===== src/rtl/uart_pkg.sv =====
// Shared UART definitions: FSM state encoding and default timing for a 50 MHz / 115200 baud link.
package uart_pkg;

    localparam int UART_SYS_CLK_HZ    = 50_000_000;
    localparam int UART_BAUD          = 115_200;
    localparam int UART_OVERSAMPLE    = 16;
    localparam int UART_CLKS_PER_TICK = UART_SYS_CLK_HZ / (UART_BAUD * UART_OVERSAMPLE);

    typedef enum logic [2:0] {
        IDLE,
        START,
        DATA,
        PARITY,
        STOP
    } uart_state_e;

endpackage


===== src/rtl/uart_baud_tick.sv =====
// Oversample tick generator: one-clk pulse every CLKS_PER_TICK clocks, with a sync clear for phase alignment.
module uart_baud_tick
    import uart_pkg::*;
#(
    parameter int CLKS_PER_TICK = UART_CLKS_PER_TICK
) (
    input  logic clk,
    input  logic reset,
    input  logic clr,
    output logic tick
);

    localparam int CNT_W = (CLKS_PER_TICK > 1) ? $clog2(CLKS_PER_TICK) : 1;
    localparam logic [CNT_W-1:0] CNT_LAST = CNT_W'(CLKS_PER_TICK - 1);

    logic [CNT_W-1:0] cnt_q;

    always_ff @(posedge clk or negedge reset) begin
        if (!reset) begin
            cnt_q <= '0;
        end else if (clr || (cnt_q == CNT_LAST)) begin
            cnt_q <= '0;
        end else begin
            cnt_q <= cnt_q + CNT_W'(1);
        end
    end

    assign tick = (cnt_q == CNT_LAST) && !clr;

endmodule


===== src/rtl/uart_rx.sv =====
// UART receiver, 16x oversampled, 8N1 by default, single-entry holding register.
// Define UART_RX_PARITY_EN to add an even-parity bit and the parity_err output.
//
// state  | meaning
// IDLE   | line idle, waiting for a falling edge
// START  | confirming the start bit at its midpoint
// DATA   | sampling data bits mid-bit, LSB first
// PARITY | sampling the even-parity bit (UART_RX_PARITY_EN only)
// STOP   | sampling the stop bit, offering the byte to the holding register
module uart_rx
    import uart_pkg::*;
#(
    parameter int CLKS_PER_TICK = UART_CLKS_PER_TICK,
    parameter int OVERSAMPLE    = UART_OVERSAMPLE,
    parameter int DATA_BITS     = 8
) (
    input  logic                 clk,
    input  logic                 reset,
    input  logic                 rx,
    output logic [DATA_BITS-1:0] data_out,
    output logic                 data_valid,
    input  logic                 data_ready,
    output logic                 frame_err,
    output logic                 overrun,
    output logic                 busy
`ifdef UART_RX_PARITY_EN
    ,
    output logic                 parity_err
`endif
);

    localparam int TICK_W = $clog2(OVERSAMPLE);
    localparam int BIT_W  = $clog2(DATA_BITS + 1);
    localparam logic [TICK_W-1:0] TICK_MID  = TICK_W'(OVERSAMPLE / 2 - 1);
    localparam logic [TICK_W-1:0] TICK_LAST = TICK_W'(OVERSAMPLE - 1);
    localparam logic [BIT_W-1:0]  BIT_LAST  = BIT_W'(DATA_BITS - 1);

    logic rx_meta, rx_s, rx_d;
    logic tick, tick_clr;

    uart_state_e           state_q, state_d;
    logic [TICK_W-1:0]     tick_cnt_q, tick_cnt_d;
    logic [BIT_W-1:0]      bit_cnt_q, bit_cnt_d;
    logic [DATA_BITS-1:0]  shreg_q, shreg_d;
    logic                  frame_ok, stop_bad;
`ifdef UART_RX_PARITY_EN
    logic                  par_bad_q, par_bad_d, par_mismatch;
`endif

    always_ff @(posedge clk or negedge reset) begin
        if (!reset) begin
            rx_meta <= 1'b1;
            rx_s    <= 1'b1;
            rx_d    <= 1'b1;
        end else begin
            rx_meta <= rx;
            rx_s    <= rx_meta;
            rx_d    <= rx_s;
        end
    end

    uart_baud_tick #(
        .CLKS_PER_TICK(CLKS_PER_TICK)
    ) u_baud_tick (
        .clk  (clk),
        .reset(reset),
        .clr  (tick_clr),
        .tick (tick)
    );

    always_ff @(posedge clk or negedge reset) begin
        if (!reset) begin
            state_q    <= IDLE;
            tick_cnt_q <= '0;
            bit_cnt_q  <= '0;
            shreg_q    <= '0;
`ifdef UART_RX_PARITY_EN
            par_bad_q  <= 1'b0;
`endif
        end else begin
            state_q    <= state_d;
            tick_cnt_q <= tick_cnt_d;
            bit_cnt_q  <= bit_cnt_d;
            shreg_q    <= shreg_d;
`ifdef UART_RX_PARITY_EN
            par_bad_q  <= par_bad_d;
`endif
        end
    end

    always_comb begin
        state_d      = state_q;
        tick_cnt_d   = tick_cnt_q;
        bit_cnt_d    = bit_cnt_q;
        shreg_d      = shreg_q;
        tick_clr     = 1'b0;
        frame_ok     = 1'b0;
        stop_bad     = 1'b0;
`ifdef UART_RX_PARITY_EN
        par_bad_d    = par_bad_q;
        par_mismatch = 1'b0;
`endif
        case (state_q)
            IDLE: begin
                // Requires a high-to-low transition, so a held break never retriggers.
                if (rx_d && !rx_s) begin
                    tick_clr   = 1'b1;
                    tick_cnt_d = '0;
                    bit_cnt_d  = '0;
`ifdef UART_RX_PARITY_EN
                    par_bad_d  = 1'b0;
`endif
                    state_d    = START;
                end
            end
            START: begin
                if (tick) begin
                    if (tick_cnt_q == TICK_MID) begin
                        tick_cnt_d = '0;
                        state_d    = rx_s ? IDLE : DATA;
                    end else begin
                        tick_cnt_d = tick_cnt_q + TICK_W'(1);
                    end
                end
            end
            DATA: begin
                if (tick) begin
                    if (tick_cnt_q == TICK_LAST) begin
                        tick_cnt_d = '0;
                        shreg_d    = {rx_s, shreg_q[DATA_BITS-1:1]};
                        bit_cnt_d  = bit_cnt_q + BIT_W'(1);
                        if (bit_cnt_q == BIT_LAST) begin
`ifdef UART_RX_PARITY_EN
                            state_d = PARITY;
`else
                            state_d = STOP;
`endif
                        end
                    end else begin
                        tick_cnt_d = tick_cnt_q + TICK_W'(1);
                    end
                end
            end
`ifdef UART_RX_PARITY_EN
            PARITY: begin
                if (tick) begin
                    if (tick_cnt_q == TICK_LAST) begin
                        tick_cnt_d   = '0;
                        par_mismatch = (rx_s != ^shreg_q);
                        par_bad_d    = par_mismatch;
                        state_d      = STOP;
                    end else begin
                        tick_cnt_d = tick_cnt_q + TICK_W'(1);
                    end
                end
            end
`endif
            STOP: begin
                if (tick) begin
                    if (tick_cnt_q == TICK_LAST) begin
                        tick_cnt_d = '0;
                        state_d    = IDLE;
                        stop_bad   = !rx_s;
`ifdef UART_RX_PARITY_EN
                        frame_ok   = rx_s && !par_bad_q;
`else
                        frame_ok   = rx_s;
`endif
                    end else begin
                        tick_cnt_d = tick_cnt_q + TICK_W'(1);
                    end
                end
            end
            default: begin
                state_d = IDLE;
            end
        endcase
    end

    always_ff @(posedge clk or negedge reset) begin
        if (!reset) begin
            data_out   <= '0;
            data_valid <= 1'b0;
            frame_err  <= 1'b0;
            overrun    <= 1'b0;
`ifdef UART_RX_PARITY_EN
            parity_err <= 1'b0;
`endif
        end else begin
            frame_err <= stop_bad;
            overrun   <= 1'b0;
`ifdef UART_RX_PARITY_EN
            parity_err <= par_mismatch;
`endif
            if (frame_ok) begin
                // A drain in the same cycle frees the slot, so the new byte replaces the old one.
                if (!data_valid || data_ready) begin
                    data_out   <= shreg_q;
                    data_valid <= 1'b1;
                end else begin
                    overrun <= 1'b1;
                end
            end else if (data_valid && data_ready) begin
                data_valid <= 1'b0;
            end
        end
    end

    assign busy = (state_q != IDLE);

endmodule


===== config.mk =====
export PLATFORM = sky130hd
export DESIGN_NAME = uart_rx
export DESIGN_NICKNAME = d
export VERILOG_FILES = /design/src/rtl/uart_pkg.sv /design/src/rtl/uart_baud_tick.sv /design/src/rtl/uart_rx.sv
export SDC_FILE = /design/constraint.sdc
export NUM_CORES = 1
export LEC_CHECK = 0
export ABC_CLOCK_PERIOD_IN_PS = 2100
export BUFFER_PORTS_ARGS = -buffer_cell sky130_fd_sc_hd__buf_2
export CAP_MARGIN = 20
export CORE_UTILIZATION = 40
export CTS_CLUSTER_SIZE = 24
export DETAILED_ROUTE_END_ITERATION = 6
export GPL_TIMING_DRIVEN = 0
export HOLD_SLACK_MARGIN = 0.08
export PLACE_DENSITY_LB_ADDON = 0.12
export SETUP_SLACK_MARGIN = 0.5
export SLEW_MARGIN = 10
export SYNTH_ARGS = -nofsm -noshare
export SYNTH_HDL_FRONTEND = slang
export SYNTH_SLANG_ARGS = --single-unit

===== constraint.sdc =====
create_clock -name clk -period 2.1 [get_ports clk]
set_input_delay 0.105 -clock clk [delete_from_list [all_inputs] [get_ports clk]]
set_output_delay 0.105 -clock clk [all_outputs]
set_load 0.005 [all_outputs]

==> results of run 1 <==
-- flip-flops by register name, summed over array words and instances (netlist names), 3 cells and up --
name               flops
bit_cnt_q              4
shreg_q                8
state_q                3
u_baud_tick.cnt_q      5
data_out               8
tick_cnt_q             4
-- cells in the final DEF, fill, tap and decap left out, types with 4 or more instances in the layout --
master / instances
sky130_fd_sc_hd__nand3_1: 10
sky130_fd_sc_hd__buf_2: 17
sky130_fd_sc_hd__dfrtp_1: 35
sky130_fd_sc_hd__buf_4: 9
sky130_fd_sc_hd__o21ai_1: 4
sky130_fd_sc_hd__clkbuf_8: 5
sky130_fd_sc_hd__buf_6: 11
sky130_fd_sc_hd__inv_1: 5
sky130_fd_sc_hd__mux2_4: 17
sky130_fd_sc_hd__nor2_1: 14
-- worst register-to-register path: cells and delay by family (launching register included) --
kind,cells,cell delay (ps)
flops,1,370
simple gates,1,210
fa+ha+maj,1,170
compound gates,2,350
mux,1,330
buf+inv,3,280
-- metrics by stage --
stage | total power [mW] | utilization (%)
global route | 1.78 | 57.3
floorplan | 1.06 | -
CTS | 1.69 | 55.1
global placement | 1.11 | 46.7
finish | 1.67 | 57.3
detailed placement | 1.14 | 46.7
-- routing by layer --
metal,GRT usage (%),wire length [um],vias to the layer above
li1,-,-,625
met1,23.3,1710,642
met2,27.8,1790,27
met3,4.93,160,2
met4,6.25,26,0
met5,0,0,-
-- report_power, final --
| part | switching [mW] | internal (mW) | leakage (nW) |
|---|---|---|---|
| logic | 0.154 | 0.163 | 0.623 |
| clock network | 0.248 | 0.230 | 0.0450 |
| registers | 0.0670 | 0.812 | 0.497 |
-- logic make-up (layout without fill, tap and decap cells) --
group	Yosys count	count (layout)	share of synthesized area, %
simple gates	50	50	15.2
fa+ha+maj	4	4	2.82
flops	38	38	53.9
mux	17	17	10.8
xor+xnor	6	6	2.97
buf+inv	13	55	3.74
compound gates	25	25	10.6
-- area by class of cell --
type / count / area [um^2] / area share (%)
Buffer: 8 / 67.6 / 2.86
Clock buffer: 6 / 72.6 / 3.08
Clock inverter: 2 / 10.0 / 0.424
Inverter: 5 / 18.8 / 0.796
Multi-Input combinational cell: 102 / 911 / 38.6
Sequential cell: 38 / 955 / 40.5
Tap cell: 50 / 62.6 / 2.65
Timing Repair Buffer: 34 / 262 / 11.1
-- worst max path at each step --
stage,cells past startpoint,start,endpoint,slack (ps)
6_report,8,u_baud_tick.cnt_q[0],state_q[2],280
5_1_grt,8,u_baud_tick.cnt_q[0],data_out[3],160
4_1_cts,8,u_baud_tick.cnt_q[0],data_out[2],290
3_5_place_dp,6,u_baud_tick.cnt_q[0],shreg_q[5],150
3_3_place_gp,6,u_baud_tick.cnt_q[0],shreg_q[6],180
2_1_floorplan,8,u_baud_tick.cnt_q[0],data_out[0],370
-- timing repair --
| action | CTS | global route |
|---|---|---|
| setup buffers | 15 | 2 |
| endpoints found under the setup margin | 27 | 34 |
| resized for setup | 33 | 21 |
| endpoints found under the hold margin | 36 | 0 |
| hold buffers | 2 | 0 |
| pin swaps | 9 | 6 |
==> out/qor.yml, run 1 <==
setup_viol_count_final: 0
finClkSkew_ps: 7.92
synth-edff-count: 0
detail_route.iter0.violations: 72
place_hpwl_um: 2270
synth.yosys.warnings: 0
routed_wl_um: 3690
critPathKind: "reg -> reg"
clock_tree.root_cell: "sky130_fd_sc_hd__clkbuf_8"
timing.final.ws_setup_ps: 282
final_layout_size_suffix_gt1_share_pct: 46.2
via_count_of_the_first_global_routing_pass: 1250
maximum_number_of_pins_on_one_net_before_global_route_repair: 39
io_pins: 16
synth.net_count: 161
wire_per_inst_um: 15.1
p_per_area_nw_per_um2: 710
die-area_um2: 4700
drt-pass1-iter-count: 4
synth-seq-cells: 38
clkLatencyLatePin_ps: 280
outcome: "finished, final reports clean"
tritoncts: "yes"
globalRouteOverflowTotal: 0
worstPathArrival_ps: 1990
worstHoldEndpoint: "overrun"
crit_path_max_fanout: 4
most_used_flip_flop_cell_after_synthesis: "sky130_fd_sc_hd__dfrtp_1"
worst_setup_end_kind: "register"
cts.sinks: 38
final_design_area_no_fill_um2: 2360
avgSynthCellArea_um2: 11.6
synth.cell_area_um2: 1770
synth.most_common_cell: "sky130_fd_sc_hd__dfrtp_1"
reg2regPathDepth: 8
finalMaxSlewViolations: 0
dp_worst_setup_slack_ps: 146
critical_path.top_delay_family: "flip-flops"
yosys-top-cells-area: "sky130_fd_sc_hd__dfrtp_1 49%, sky130_fd_sc_hd__mux2_2 11%, sky130_fd_sc_hd__dfstp_2 4.4%, sky130_fd_sc_hd__nor2_1 3.6%, sky130_fd_sc_hd__nand3_1 3.1%"
hold_ws_ps: 166
static-leakage-power_nw: 1.17
worst-endpoint-required_ps: 2270
min-delay-path-class: "in -> reg"
timing.fmax_mhz: 550
detail-route-antenna-nets: 0
rsz0062_at_grt: "true"
cp-start-kind: "register"
tritoncts.num_buffers: 5
gpl.final_weighted_congestion: 0.859
postPlaceCellArea_um2: 1920
post_synth_most_frequent_cells: "35 x sky130_fd_sc_hd__dfrtp_1, 17 x sky130_fd_sc_hd__mux2_2, 17 x sky130_fd_sc_hd__nor2_1"
power.ir.vdd_worst_mv: 0.679
design.final.nets: 202
timing.final.crit_share_pct: 86.6
viasPerCell: 5.29
antenna-diode-count: 0
floorplan.initialDensity_pct: 43.1
cts.clk_slew.worst_paths_ps: 80
timing.reg2reg.setup_slack_ps: 280
placedCellCount: 218
post_layout_nonfiller_instances: 245
worstReg2RegStart: "u_baud_tick.cnt_q[0]"
critPathBufInv: 3
reported_max_cap_violation_count: 0
track_usage_pct: 17.7
hold_viol_final: 0
crit_path_max_incr_delay_ps: 370
crit_chain: "inv_1, ha_2, and4b_1, buf_6, buf_4, a221oi_2, a311oi_2, mux2_4"
die-width_um: 68.6
min_from: "data_ready"
max_slew.worst_pin.slew_ps: 818
rows: 23
area_growth_from_synthesis_to_final_layout_pct: 33.1
grt_first_pass_wirelength_um: 5920
synth_area_leader_cell: "sky130_fd_sc_hd__dfrtp_1"
die_y_um: 68.6
synthArstFlopShare_pct: 100
grt_antenna_before_repair: 0
design.core.area_um2: 4120
timing.hold.worst_path_depth: 3
drc_errors: 0
portbufs: 15
setup_total_negative_slack_ps: 0
syn-instance-count: 153
clock_period_minus_final_worst_setup_slack_ps: 1820
synth_largest_type_area_fraction_pct: 49.4
reg2reg_capture_point: "state_q[2]"
cts.htree.levels: 2
worst_slew_margin_rel_pct: 45.5
nFillCells: 342
synthDistinctLibCells: 40
synth_seq_area_share_pct: 53.9
clk_path_buf_depth: 2
cp_slowest_cell: "sky130_fd_sc_hd__dfrtp_1"
vias: 1296
Note: power is estimated with default switching activity, not from simulation.
==> inputs of run 2 (changes only) <==
- ABC_CLOCK_PERIOD_IN_PS: 2100 -> 1450
- clock period: 2.1 -> 1.45 ns (I/O delays scaled with it)
==> run 2 against run 1 <==
- the run now ends with negative hold slack, negative setup slack left
- sequential share of layout area is 2.1 points lower
- first-iteration DRC count fell by 2.8%
- final cell count up 1.6%
- wire length is 3.0% higher
- via count rose by 2.3%
- critical path type unchanged
- critical endpoint is now data_out[6]
- largest power group unchanged
==> out/qor.yml, run 2 (synthesis gave the netlist of run 1 again) <==
timing.fmax_mhz: 547  # -0.49%
via_count_of_the_first_global_routing_pass: 1371  # +9.7%
tritoncts: "yes"
setup_viol_count_final: 29  # +29
post_cts_hold_buffer_count: 1  # -1
p_total_mw: 2.74  # +64%
worst_slew_margin_rel_pct: 44.7  # -0.83 points
worst_setup_end_kind: "register"
design.final.nets: 206  # +2.0%
globalRouteOverflowTotal: 0  # unchanged
cts.htree.levels: 2  # unchanged
cts.clk_slew.worst_paths_ps: 90  # about the same
cts.sinks: 38  # unchanged
detail-route-antenna-nets: 0  # unchanged
hold_viol_final: 35  # +35
finalMaxSlewViolations: 0  # unchanged
setup_total_negative_slack_ps: -8280  # -8280 ps
rows: 23  # unchanged
routed_wl_um: 3800  # +3.0%
min-delay-path-class: "in -> async"
antenna-diode-count: 0  # unchanged
worst-endpoint-required_ps: 1620  # -650 ps
final_layout_size_suffix_gt1_share_pct: 53.3  # +7.1 points
reported_max_cap_violation_count: 0  # unchanged
clock_period_minus_final_worst_setup_slack_ps: 1830  # +8.94 ps
design.core.area_um2: 4120  # unchanged
timing.final.crit_share_pct: 126  # +39 points
viasPerCell: 5.33  # +0.67%
die_y_um: 68.6  # unchanged
track_usage_pct: 18.4  # +0.71 points
grt_antenna_before_repair: 0  # unchanged
crit_chain: "inv_1, ha_2, and4b_1, buf_6, nand4_1, nor2b_2, buf_6, mux2_4"
rsz0062_at_grt: "true"
drt-pass1-iter-count: 4  # unchanged
nFillCells: 341  # -0.29%
area_growth_from_synthesis_to_final_layout_pct: 40.5
clock_tree.root_cell: "sky130_fd_sc_hd__clkbuf_8"
tritoncts.num_buffers: 5  # unchanged
vias: 1326  # +2.3%
reg.largest.list: "data_out x8, shreg_q x8, u_baud_tick.cnt_q x5"
reg2regPathDepth: 8  # unchanged
drc_errors: 0  # unchanged
die-width_um: 68.6  # unchanged
cp_slowest_cell: "sky130_fd_sc_hd__dfrtp_1"
layout.cells.most_common_list: "35 x sky130_fd_sc_hd__dfrtp_1, 17 x sky130_fd_sc_hd__buf_2, 17 x sky130_fd_sc_hd__mux2_4"
io_pins: 16  # unchanged
p_per_area_nw_per_um2: 1100  # +55%
place_hpwl_um: 2260  # -0.32%
failed_checks: "negative hold slack, negative setup slack"
clkLatencyLatePin_ps: 290  # about the same
static-leakage-power_nw: 1.20  # +2.6%
wire_per_inst_um: 15.3  # +1.3%
critical_path.top_delay_family: "simple AND/OR/NAND/NOR gates"
maximum_number_of_pins_on_one_net_before_global_route_repair: 39  # unchanged
floorplan.initialDensity_pct: 43.1  # unchanged
grt_first_pass_wirelength_um: 6200  # +4.8%
hold_ws_ps: -142  # -308 ps
max_slew.worst_pin.slew_ps: 830  # +12.4 ps
mostFrequentLayoutCell: "sky130_fd_sc_hd__dfrtp_1"
critical_path.most_common_cell: "sky130_fd_sc_hd__buf_6"
gpl.final_weighted_congestion: 0.843  # -1.9%
portbufs: 15  # unchanged
cp.depth: 8  # unchanged
clk_path_buf_depth: 2  # unchanged
critPathKind: "reg -> reg"
timing.final.ws_setup_ps: -377  # -659 ps
power.ir.vdd_worst_mv: 0.818  # +20%
crit_path_max_incr_delay_ps: 380  # about the same
finClkSkew_ps: 11.2  # +3.33 ps
outcome: "complete, but fails checks"
dp_worst_setup_slack_ps: -513  # -659 ps
cp-start-kind: "register"
critPathBufInv: 3  # unchanged
crit_path_max_fanout: 8  # +4
die-area_um2: 4700  # unchanged
worstPathArrival_ps: 2000  # about the same
detail_route.iter0.violations: 70  # -2.8%
run 2: changes by cell type in the layout (fill, tap and decap cells not counted), moves of 2 or more:
cell                         before  now
sky130_fd_sc_hd__clkinvlp_4       0    2
sky130_fd_sc_hd__nor2_1          14    8
sky130_fd_sc_hd__o21ai_1          4    6
sky130_fd_sc_hd__buf_6           11   14
sky130_fd_sc_hd__o21ai_0          3    0
sky130_fd_sc_hd__buf_4            9   12
sky130_fd_sc_hd__clkinv_2         2    0
sky130_fd_sc_hd__nor2_2           2    4
sky130_fd_sc_hd__nor2_4           1    5
run 2: layout make-up:
type                            instances  area, um^2  area share (%)
Clock buffer                            5        68.8            2.77
Clock inverter                          3        45.0            1.81
Multi-Input combinational cell        102         976            39.2
Timing Repair Buffer                   38         288            11.6
Sequential cell                        38         955            38.4
Inverter                                5        18.8           0.754
Buffer                                  8        75.1            3.02
Tap cell                               50        62.6            2.51
run 2: worst paths after layout:
check                                           from              endpoint  slack [ps]
worst max-delay path            u_baud_tick.cnt_q[0]           data_out[6]        -380
worst min-delay path                           reset            state_q[0]        -140
worst max register to register  u_baud_tick.cnt_q[0]           data_out[6]        -380
worst min register to register               rx_meta                  rx_s         360
max in group asynchronous                      reset  u_baud_tick.cnt_q[0]        1040
min in group clk                          data_ready               overrun         150
run 2: power breakdown:
group          total, mW  switching [mW]  internal (mW)
combinational      0.558           0.264          0.294
clock              0.910           0.398          0.512
sequential          1.27          0.0975           1.18
run 2: stage by stage:
| step | utilization [%] | cells | hold WS, ps | instance area, um^2 |
|---|---|---|---|---|
| floorplan | - | 153 | -223 | 1780 |
| global placement | 46.7 | 218 | 181 | 1920 |
| detailed placement | 46.7 | 218 | 179 | 1920 |
| CTS | 58.3 | 246 | -90.1 | 2400 |
| global route | 60.5 | 249 | -41.4 | 2490 |
| finish | 60.5 | 249 | -142 | 2490 |
run 2: repair_timing:
| action | in CTS | in global routing |
|---|---|---|
| pin swaps | 15 | 3 |
| gates resized for setup | 57 | 17 |
| setup buffers | 19 | 3 |
| endpoints found under the hold margin | 38 | 35 |
| setup endpoints to repair | 36 | 36 |
run 2: layer usage:
metal | global-route usage [%] | wire [um] | vias up
met5 | 0 | 0 | -
met4 | 8.33 | 58 | 0
met3 | 5.26 | 96 | 7
met2 | 30.4 | 1910 | 17
met1 | 22.2 | 1730 | 670
li1 | - | - | 632
==> inputs of run 3 (changes only) <==
- ABC_AREA: default -> 1
- CTS_BUF_LIST: default -> sky130_fd_sc_hd__clkbuf_8
==> run 3 against run 2 <==
- the flow still finishes with violations (negative hold slack, negative setup slack)
- clock skew up 7.0 ps
- final cell count grew 20%
- global-route usage is 0.11 points higher
- non-clock buffer count did not move
- critical path depth fell by 1
- flip-flop and latch count is the same
- synthesized area is 5.4% higher
- count of clock-buffer cells in the layout increased by 1
- die area up 5.3%
- first-iteration DRC count decreased by 11%
- cell area up 8.7%
- clock power up 1%
- critical path type unchanged
- largest power group is now combinational logic
==> out/qor.yml, run 3 <==
clk_path_buf_depth: 2  # unchanged
worst_slew_margin_rel_pct: 45.0  # +0.35 points
synth-seq-cells: 38  # unchanged
drc_errors: 0  # unchanged
die-width_um: 70.3  # +2.6%
die_y_um: 70.3  # +2.6%
synth-edff-count: 0  # unchanged
clock_tree.root_cell: "sky130_fd_sc_hd__clkbuf_8"
post_cts_hold_buffer_count: 1  # unchanged
timing.final.crit_share_pct: 101  # -25 points
grt_first_pass_wirelength_um: 7130  # +15%
rows: 24  # +4.3%
tritoncts.num_buffers: 5  # unchanged
design.core.area_um2: 4410  # +7.3%
nFillCells: 365  # +7.0%
worstReg2RegStart: "state_q[1]"
timing.fmax_mhz: 682  # +25%
cts.sinks: 38  # unchanged
placedCellCount: 263  # +21%
final_layout_size_suffix_gt1_share_pct: 56.3  # +3.0 points
setup_viol_count_final: 12  # -59%
critPathBufInv: 2  # -1
critical_path.top_delay_family: "simple AND/OR/NAND/NOR gates"
drt-pass1-iter-count: 6  # +2
synth_largest_type_area_fraction_pct: 46.9  # -2.5 points
worstSetupStartpoint: "state_q[1]"
hold_ws_ps: -138  # +3.30 ps
peak_usage_layer_in_the_global_routing_report: "met2"
cp-start-kind: "register"
wire_per_inst_um: 14.3  # -6.1%
setup_total_negative_slack_ps: -122  # +8160 ps
power.ir.vdd_worst_mv: 0.681  # -17%
worstPathArrival_ps: 1650  # -350 ps
failed_checks: "negative hold slack, negative setup slack"
grt.met1_usage_pct: 23.6  # +1.4 points
routed_wl_um: 4280  # +13%
crit_path_max_incr_delay_ps: 460  # +80 ps
critical_path.most_common_cell: "sky130_fd_sc_hd__nand2_2"
synth_seq_area_share_pct: 51.1  # -2.8 points
clock_period_minus_final_worst_setup_slack_ps: 1470  # -360 ps
rsz0062_at_grt: "true"
hold_viol_final: 35  # unchanged
finalMaxSlewViolations: 0  # unchanged
detail-route-antenna-nets: 0  # unchanged
synth.net_count: 204  # +27%
cp_slowest_cell: "sky130_fd_sc_hd__dfrtp_2"
floorplan.initialDensity_pct: 42.3  # -0.73 points
max_slew.worst_pin.slew_ps: 825  # -5.32 ps
antenna-diode-count: 0  # unchanged
avgSynthCellArea_um2: 9.53  # -18%
most_used_flip_flop_cell_after_synthesis: "sky130_fd_sc_hd__dfrtp_1"
post_synth_most_frequent_cells: "50 x sky130_fd_sc_hd__nand2_1, 35 x sky130_fd_sc_hd__dfrtp_1, 18 x sky130_fd_sc_hd__o21ai_2"
synth.yosys.warnings: 0  # unchanged
place_hpwl_um: 2580  # +14%
use_met3_pct: 5.05  # -0.21 points
p_per_area_nw_per_um2: 1390  # +26%
critPathKind: "reg -> reg"
vias: 1535  # +16%
synthDistinctLibCells: 28  # -30%
synth_area_leader_cell: "sky130_fd_sc_hd__dfrtp_1"
finClkSkew_ps: 18.2  # +6.99 ps
utilization_pct: 61.3  # +0.84 points
static-leakage-power_nw: 1.28  # +7.1%
timing.reg2reg.setup_slack_ps: -20  # +360 ps
track_usage_pct: 18.5  # +0.11 points
clkLatencyLatePin_ps: 300  # about the same
detail_route.iter0.violations: 62  # -11%
design.final.nets: 255  # +24%
tritoncts: "yes"
cts.clk_slew.worst_paths_ps: 90  # about the same
die-area_um2: 4950  # +5.3%
reg.largest.list: "data_out x8, shreg_q x8, u_baud_tick.cnt_q x5"
syn-instance-count: 196  # +28%
area_growth_from_synthesis_to_final_layout_pct: 44.9
gpl.final_weighted_congestion: 0.763  # -9.5%
crit_path_max_fanout: 7  # -1
grt_antenna_before_repair: 0  # unchanged
viasPerCell: 5.13  # -3.6%
synthArstFlopShare_pct: 100  # unchanged
via_count_of_the_first_global_routing_pass: 1526  # +11%
io_pins: 16  # unchanged
outcome: "complete, but fails checks"
mostFrequentLayoutCell: "sky130_fd_sc_hd__dfrtp_1"
synth.most_common_cell: "sky130_fd_sc_hd__nand2_1"
timing.final.ws_setup_ps: -17.1  # +360 ps
grt.met2_usage_pct: 29.0  # -1.4 points
globalRouteOverflowTotal: 0  # unchanged
portbufs: 15  # unchanged
yosys-top-cells-area: "sky130_fd_sc_hd__dfrtp_1 47%, sky130_fd_sc_hd__nand2_1 10%, sky130_fd_sc_hd__o21ai_2 8.4%, sky130_fd_sc_hd__dfstp_2 4.2%, sky130_fd_sc_hd__nand3_1 4.0%"
layout.cells.most_common_list: "33 x sky130_fd_sc_hd__dfrtp_1, 23 x sky130_fd_sc_hd__nand2_1, 21 x sky130_fd_sc_hd__o21ai_2"
post_layout_nonfiller_instances: 299  # +20%
cts.htree.levels: 2  # unchanged
min-delay-path-class: "in -> async"
crit_chain: "nor2_4, nand2_2, inv_2, nand4_4, buf_12, nand2_2, o21ai_2"
reported_max_cap_violation_count: 0  # unchanged
worst_setup_end_kind: "register"
synth.cell_area_um2: 1870  # +5.4%
maximum_number_of_pins_on_one_net_before_global_route_repair: 39  # unchanged
worst-endpoint-required_ps: 1630  # about the same
run 3: cell count changes in the layout (fill, tap and decap cells not counted), sizes merged, moves of 5 or more:
cell | before | now
inv | 5 | 20
mux2 | 17 | 0
nand2 | 6 | 52
nand3 | 11 | 16
o21ai | 8 | 28
run 3: cells by family after synthesis:
family	Yosys count	synth area share (%)
AO/OA/AOI/OAI	32	12.7
buffers and inverters	22	5.42
AND/OR/NAND/NOR	94	25.3
XOR/XNOR	6	2.81
adder cells (fa/ha/maj)	4	2.68
flip-flops	38	51.1
run 3: area by class of cell:
| cell class | instances | area [um^2] | share of cell area (%) |
|---|---|---|---|
| repair buffers | 44 | 367 | 13.5 |
| clock buffers | 6 | 82.6 | 3.05 |
| clock inverters | 1 | 30.0 | 1.11 |
| flip-flops and latches | 38 | 957 | 35.4 |
| inverters | 20 | 80.1 | 2.96 |
| well taps | 52 | 65.1 | 2.40 |
| multi-input cells | 136 | 1080 | 40.1 |
| plain buffers | 2 | 40.0 | 1.48 |
run 3: metal layers:
metal	part of all wire, %	vias up
met5	0	-
met4	3.6	0
met3	3.9	19
met2	50	36
met1	42	738
li1	-	742
run 3: worst paths after layout:
check | end | cells after the start
max in group asynchronous | state_q[0] | 1
hold reg to reg | rx_s | 0
hold / removal | state_q[2] | 1
min in group clk | data_valid | 4
setup reg to reg | data_out[1] | 7
setup / recovery | data_out[1] | 7
run 3: power by group:
part           internal, mW  switching (mW)  leakage [nW]
clock                 0.551           0.371        0.0573
sequential             1.19           0.162         0.507
combinational         0.671           0.822         0.716
total                  2.41            1.36          1.28
run 3: what timing repair did:
action / CTS / global route
hold endpoints to repair: 36 / 35
buffers inserted: 22 / 5
endpoints found under the setup margin: 36 / 36
pin swaps: 13 / 11
cloned: 0 / 1
gates resized for setup: 57 / 21
run 3: through the flow:
step	cell area [um^2]	hold WS [ps]	power [mW]	setup slack, ps
after floorplan	1890	-223	1.97	48.0
after global placement	2030	180	2.13	-105
after detailed placement	2030	180	2.19	-146
after CTS	2550	-89.3	3.57	-20.3
after global routing	2710	-59.5	3.98	-82.3
final	2710	-138	3.77	-17.1
run 3: worst register-to-register path: stages (launching register included):
cell	delay, ps
sky130_fd_sc_hd__dfrtp_2	460
sky130_fd_sc_hd__nor2_4	190
sky130_fd_sc_hd__nand2_2	140
sky130_fd_sc_hd__inv_2	130
sky130_fd_sc_hd__nand4_4	140
sky130_fd_sc_hd__buf_12	180
sky130_fd_sc_hd__nand2_2	60
sky130_fd_sc_hd__o21ai_2	40
